### src/rtl/demux_buffer.sv
// Routes each accepted input word into one of two independent 2-entry FIFOs, chosen by select.
// Optional per-channel push counters cnt1/cnt2 are present when DEMUX_BUFFER_STATS_EN is defined.
module demux_buffer #(
    parameter int WIDTH = 8
) (
    input  logic             clk,
    input  logic             rst_n,
    input  logic [WIDTH-1:0] data,
    input  logic             select,
    input  logic             in_valid,
    output logic             in_ready,
    output logic [WIDTH-1:0] out,
    output logic             out_valid,
    input  logic             out_ready,
    output logic [WIDTH-1:0] out2,
    output logic             out2_valid,
    input  logic             out2_ready
`ifdef DEMUX_BUFFER_STATS_EN
    ,
    output logic [7:0]       cnt1,
    output logic [7:0]       cnt2
`endif
);

    localparam logic [1:0] ST_EMPTY = 2'd0;
    localparam logic [1:0] ST_ONE   = 2'd1;
    localparam logic [1:0] ST_FULL  = 2'd2;

    // Index 0 is channel 1 (select=0), index 1 is channel 2 (select=1).
    logic [1:0][1:0]       state_r;
    logic [1:0][WIDTH-1:0] head_r;
    logic [1:0][WIDTH-1:0] tail_r;
    logic [1:0]            push_s;
    logic [1:0]            pop_s;
    logic [1:0]            ready_s;

    // Handshake decode; in_ready looks only at the chosen channel's fill state.
    always_comb begin
        ready_s = {out2_ready, out_ready};
        if (!rst_n) begin
            in_ready = 1'b1;
        end else if (select) begin
            in_ready = (state_r[1] != ST_FULL);
        end else begin
            in_ready = (state_r[0] != ST_FULL);
        end
        push_s[0] = in_valid && in_ready && !select;
        push_s[1] = in_valid && in_ready && select;
        pop_s[0]  = (state_r[0] != ST_EMPTY) && ready_s[0];
        pop_s[1]  = (state_r[1] != ST_EMPTY) && ready_s[1];
    end

    // Per-channel FIFO state and storage; the head register feeds the output directly.
    always_ff @(posedge clk or negedge rst_n) begin
        if (!rst_n) begin
            state_r <= '0;
            head_r  <= '0;
            tail_r  <= '0;
        end else begin
            for (int c = 0; c < 2; c++) begin
                case (state_r[c])
                    ST_EMPTY: begin
                        if (push_s[c]) begin
                            head_r[c]  <= data;
                            state_r[c] <= ST_ONE;
                        end
                    end
                    ST_ONE: begin
                        if (push_s[c] && pop_s[c]) begin
                            head_r[c] <= data;
                        end else if (push_s[c]) begin
                            tail_r[c]  <= data;
                            state_r[c] <= ST_FULL;
                        end else if (pop_s[c]) begin
                            state_r[c] <= ST_EMPTY;
                        end
                    end
                    ST_FULL: begin
                        // A push cannot land here: in_ready is low for a full channel.
                        if (pop_s[c]) begin
                            head_r[c]  <= tail_r[c];
                            state_r[c] <= ST_ONE;
                        end
                    end
                    default: begin
                        state_r[c] <= ST_EMPTY;
                    end
                endcase
            end
        end
    end

    assign out        = head_r[0];
    assign out2       = head_r[1];
    assign out_valid  = (state_r[0] != ST_EMPTY);
    assign out2_valid = (state_r[1] != ST_EMPTY);

`ifdef DEMUX_BUFFER_STATS_EN
    logic [7:0] cnt1_r;
    logic [7:0] cnt2_r;

    // Accepted-push counters, wrapping modulo 256.
    always_ff @(posedge clk or negedge rst_n) begin
        if (!rst_n) begin
            cnt1_r <= 8'd0;
            cnt2_r <= 8'd0;
        end else begin
            if (push_s[0]) begin
                cnt1_r <= cnt1_r + 8'd1;
            end
            if (push_s[1]) begin
                cnt2_r <= cnt2_r + 8'd1;
            end
        end
    end

    assign cnt1 = cnt1_r;
    assign cnt2 = cnt2_r;
`endif

endmodule

### config.mk
export PLATFORM = sky130hd
export DESIGN_NAME = demux_buffer
export DESIGN_NICKNAME = d
export VERILOG_FILES = /design/src/rtl/demux_buffer.sv
export SDC_FILE = /design/constraint.sdc
export NUM_CORES = 1
export LEC_CHECK = 0
export BUFFER_PORTS_ARGS = -buffer_cell sky130_fd_sc_hd__buf_4
export CAP_MARGIN = 20
export CORE_ASPECT_RATIO = 0.5
export CORE_UTILIZATION = 54
export DETAILED_ROUTE_END_ITERATION = 8
export PLACE_DENSITY_LB_ADDON = 0.12
export SLEW_MARGIN = 0
export SYNTH_ARGS = -nofsm -noshare
export SYNTH_HDL_FRONTEND = slang
export SYNTH_SLANG_ARGS = --single-unit
### constraint.sdc
create_clock -name clk -period 1.8 [get_ports clk]
set_clock_uncertainty 0.05 [all_clocks]
set_input_delay 0 -clock clk [delete_from_list [all_inputs] [get_ports clk]]
set_output_delay 0 -clock clk [all_outputs]
set_load 0.01 [all_outputs]
==> impl_metrics.csv <==
group,metric,value,unit
power_and_ir_drop,power.switching,0.661,mW
drt,wl_per_cell,15.2,µm
sta,grt_setup_unrepaired,"no",
sta,min_period,1.66,ns
drt,drc,0,
drt,drt_wl_total,3110,µm
final_layout,drive_above_1_share,60.5,%
sta,relSlewSlack,72.9,%
global_routing,grt_pass1_vias,1107,
final_layout,diodes,0,
place,port_buffers,32,
sta,worst_slew_pin_slew,0.406,ns
synth,netlist-cell-type-count,24,
clock_network,path_clk_slew,0.07,ns
synth,yosysSeqAreaShare,53.3,%
power_and_ir_drop,ir_drop,997,µV
drt,drt_pass1_iterations,4,
synth,synth_edf_count,0,
power_and_ir_drop,pwr-share-seq,48.6,%
clock_network,worstSkewPairLatency,0.28,ns
power_and_ir_drop,p_leak,0.983,nW
synth,ys_seq_elements,36,
setup_path,cp_max_fo,9,
outcome,status,"completed",
place,dpl.hpwl,2220,µm
sta,hold_violations,0,
synth,synthTopCellsByArea,"dfrtp_1, mux2_2, buf_6",
drt,routed.top_layer,"met4",
floorplan,num_io_pins,33,
global_routing,grt_overflow,0,
clock_network,numClockSinks,36,
power_and_ir_drop,cell_internal_pwr,1.82,mW
synth,synth_warnings,0,
global_routing,grt_max_degree,25,
place,gp_congestion,0.709,
global_routing,grt_pass1_wl,5380,µm
setup_path,crit_required,1.75,ns
synth,synth.top_cell.area_share,53.3,%
clock_network,cts_tree,"yes",
floorplan,row_count,13,
synth,syn_avg_cell_area,14.7,µm²
floorplan,start_util,60.8,%
power_and_ir_drop,p_clk_share,23.1,%
sta,fin_setup_tns,0,ns
floorplan,chipWidth,81.2,µm
final_layout,mostFrequentLayoutCells,"mux2_2, buf_4, dfrtp_1, dlygate4sd3_1, clkbuf_8",
synth,async_reset_ff_share,100,%
power_and_ir_drop,switching_share,26.6,%
clock_network,cts_max_level,2,
drt,wl_met1,1510,µm
synth,yosysTopAreaCell,"dfrtp_1",
synth,syn_area,1690,µm²
job,maxCapViolCount,0,
setup_path,arrival,1.61,ns
floorplan,core-area,2780,µm²
synth,synth_top_flop_cell,"dfrtp_1",
clock_network,clk_path_buf_depth,2,
drt,routed-wl-met3,135,µm
hold_path,holdCritPathClass,"input pin to flop",
drt,initialDrtViolationCount,24,
sta,max_freq,0.601,GHz
power_and_ir_drop,p_per_area,1140,nW/µm²
drt,ant_nets,0,
clock_network,root_buffer,"clkbuf_8",
drt,met2_wirelength,1450,µm
sta,maxSlewViolCount,0,
floorplan,die_h,41.6,µm
power_and_ir_drop,power_frac_comb,28.3,%
sta,period_share,92.4,%
final_layout,fill_cells,177,
synth,synthCells,115,
sta,whs,0.00595,ns
drt,viasPerCell,5.30,
power_and_ir_drop,p_total,2.49,mW
final_layout,syn_to_final_growth,29.0,%
global_routing,track_usage,21.8,%
floorplan,die_area,3370,µm²
clock_network,postCtsSetupRepairBufs,0,
synth,synthesis.nets,129,
drt,route.vias.total,1082,
sta,setup_viol,0,
setup_path,critPathCaptureType,"output pin",
final_layout,fin_nets,180,
clock_network,cts_buffers,5,
global_routing,antenna_found_initial,0,
setup_path,worst_setup_path_start_kind,"flop",
setup_path,path_class,"flop to output pin",
final_layout,layout_commonest_cell,"mux2_2",
## flip-flops by register name, summed over array words and instances (netlist names)
register,cells
tail_r,16
out2,8
out,8
state_r,4
## cell type report
cell class | count | area, µm² | share of cell area, %
Clock buffer | 8 | 90.1 | 4.13
Inverter | 2 | 7.51 | 0.344
Multi-Input combinational cell | 73 | 752 | 34.5
Sequential cell | 36 | 901 | 41.3
Tap cell | 37 | 46.3 | 2.12
Timing Repair Buffer | 48 | 385 | 17.7
## Yosys cell counts, types with 2 or more instances
cell type / count
mux2_2: 48
buf_2: 2
o21ai_0: 2
nand2_1: 3
dfrtp_1: 36
nor2b_1: 3
inv_1: 2
or2_2: 2
buf_6: 2
## power groups by stage
stage	clock (mW)	combinational (mW)	sequential [mW]
finish	0.574	0.703	1.21
floorplan	0	0.354	1.24
detailed placement	0	0.688	1.22
global placement	0	0.664	1.20
global route	0.623	0.764	1.24
CTS	0.582	0.709	1.21
## cells by family after synthesis
kind of cell	after synthesis	synth area share, %
AND/OR/NAND/NOR	15	6.51
AO/OA/AOI/OAI	6	3.25
multiplexers	51	34.1
buffers and inverters	6	2.37
XOR/XNOR	1	0.518
flip-flops	36	53.3
## final timing paths
path                       cells past startpoint         end  slack, ns  startpoint
setup / recovery                               5    in_ready       0.14  state_r[3]
hold / removal                                 3  state_r[3]      0.006  out2_ready
setup reg to reg                               3      out[2]       0.17  state_r[1]
hold reg to reg                                1      out[1]       0.44      out[1]
max in group asynchronous                      3  tail_r[11]       1.11       rst_n
min in group asynchronous                      2      out[5]       0.04       rst_n
## worst max-delay path, stage by stage, from the launching register on
cell,delay (ns)
dfrtp_1,0.43
and2b_2,0.30
buf_4,0.16
mux2_2,0.25
nand2_1,0.07
buf_4,0.11
## stage by stage
step / worst slack (ns) / utilization [%] / cells / cell area, µm²
floorplan: 0.272 / - / 115 / 1690
finish: 0.137 / 78.5 / 204 / 2180
CTS: 0.0766 / 78.4 / 204 / 2180
global placement: 0.194 / 71.6 / 186 / 1990
global route: 0.0401 / 78.5 / 204 / 2180
detailed placement: 0.125 / 71.6 / 186 / 1990
## what timing repair did
action                                 4_1_cts  5_1_grt
gates resized for setup                      0        1
hold buffers                                10        0
endpoints found under the hold margin       54        0
setup endpoints to repair                    0        1
## layer usage
| metal | track usage [%] | up-vias |
|---|---|---|
| li1 | - | 512 |
| met1 | 30.2 | 542 |
| met2 | 34.1 | 26 |
| met3 | 6.59 | 2 |
| met4 | 4.29 | 0 |
| met5 | 0 | - |
Power figures use the tool's default switching activity.
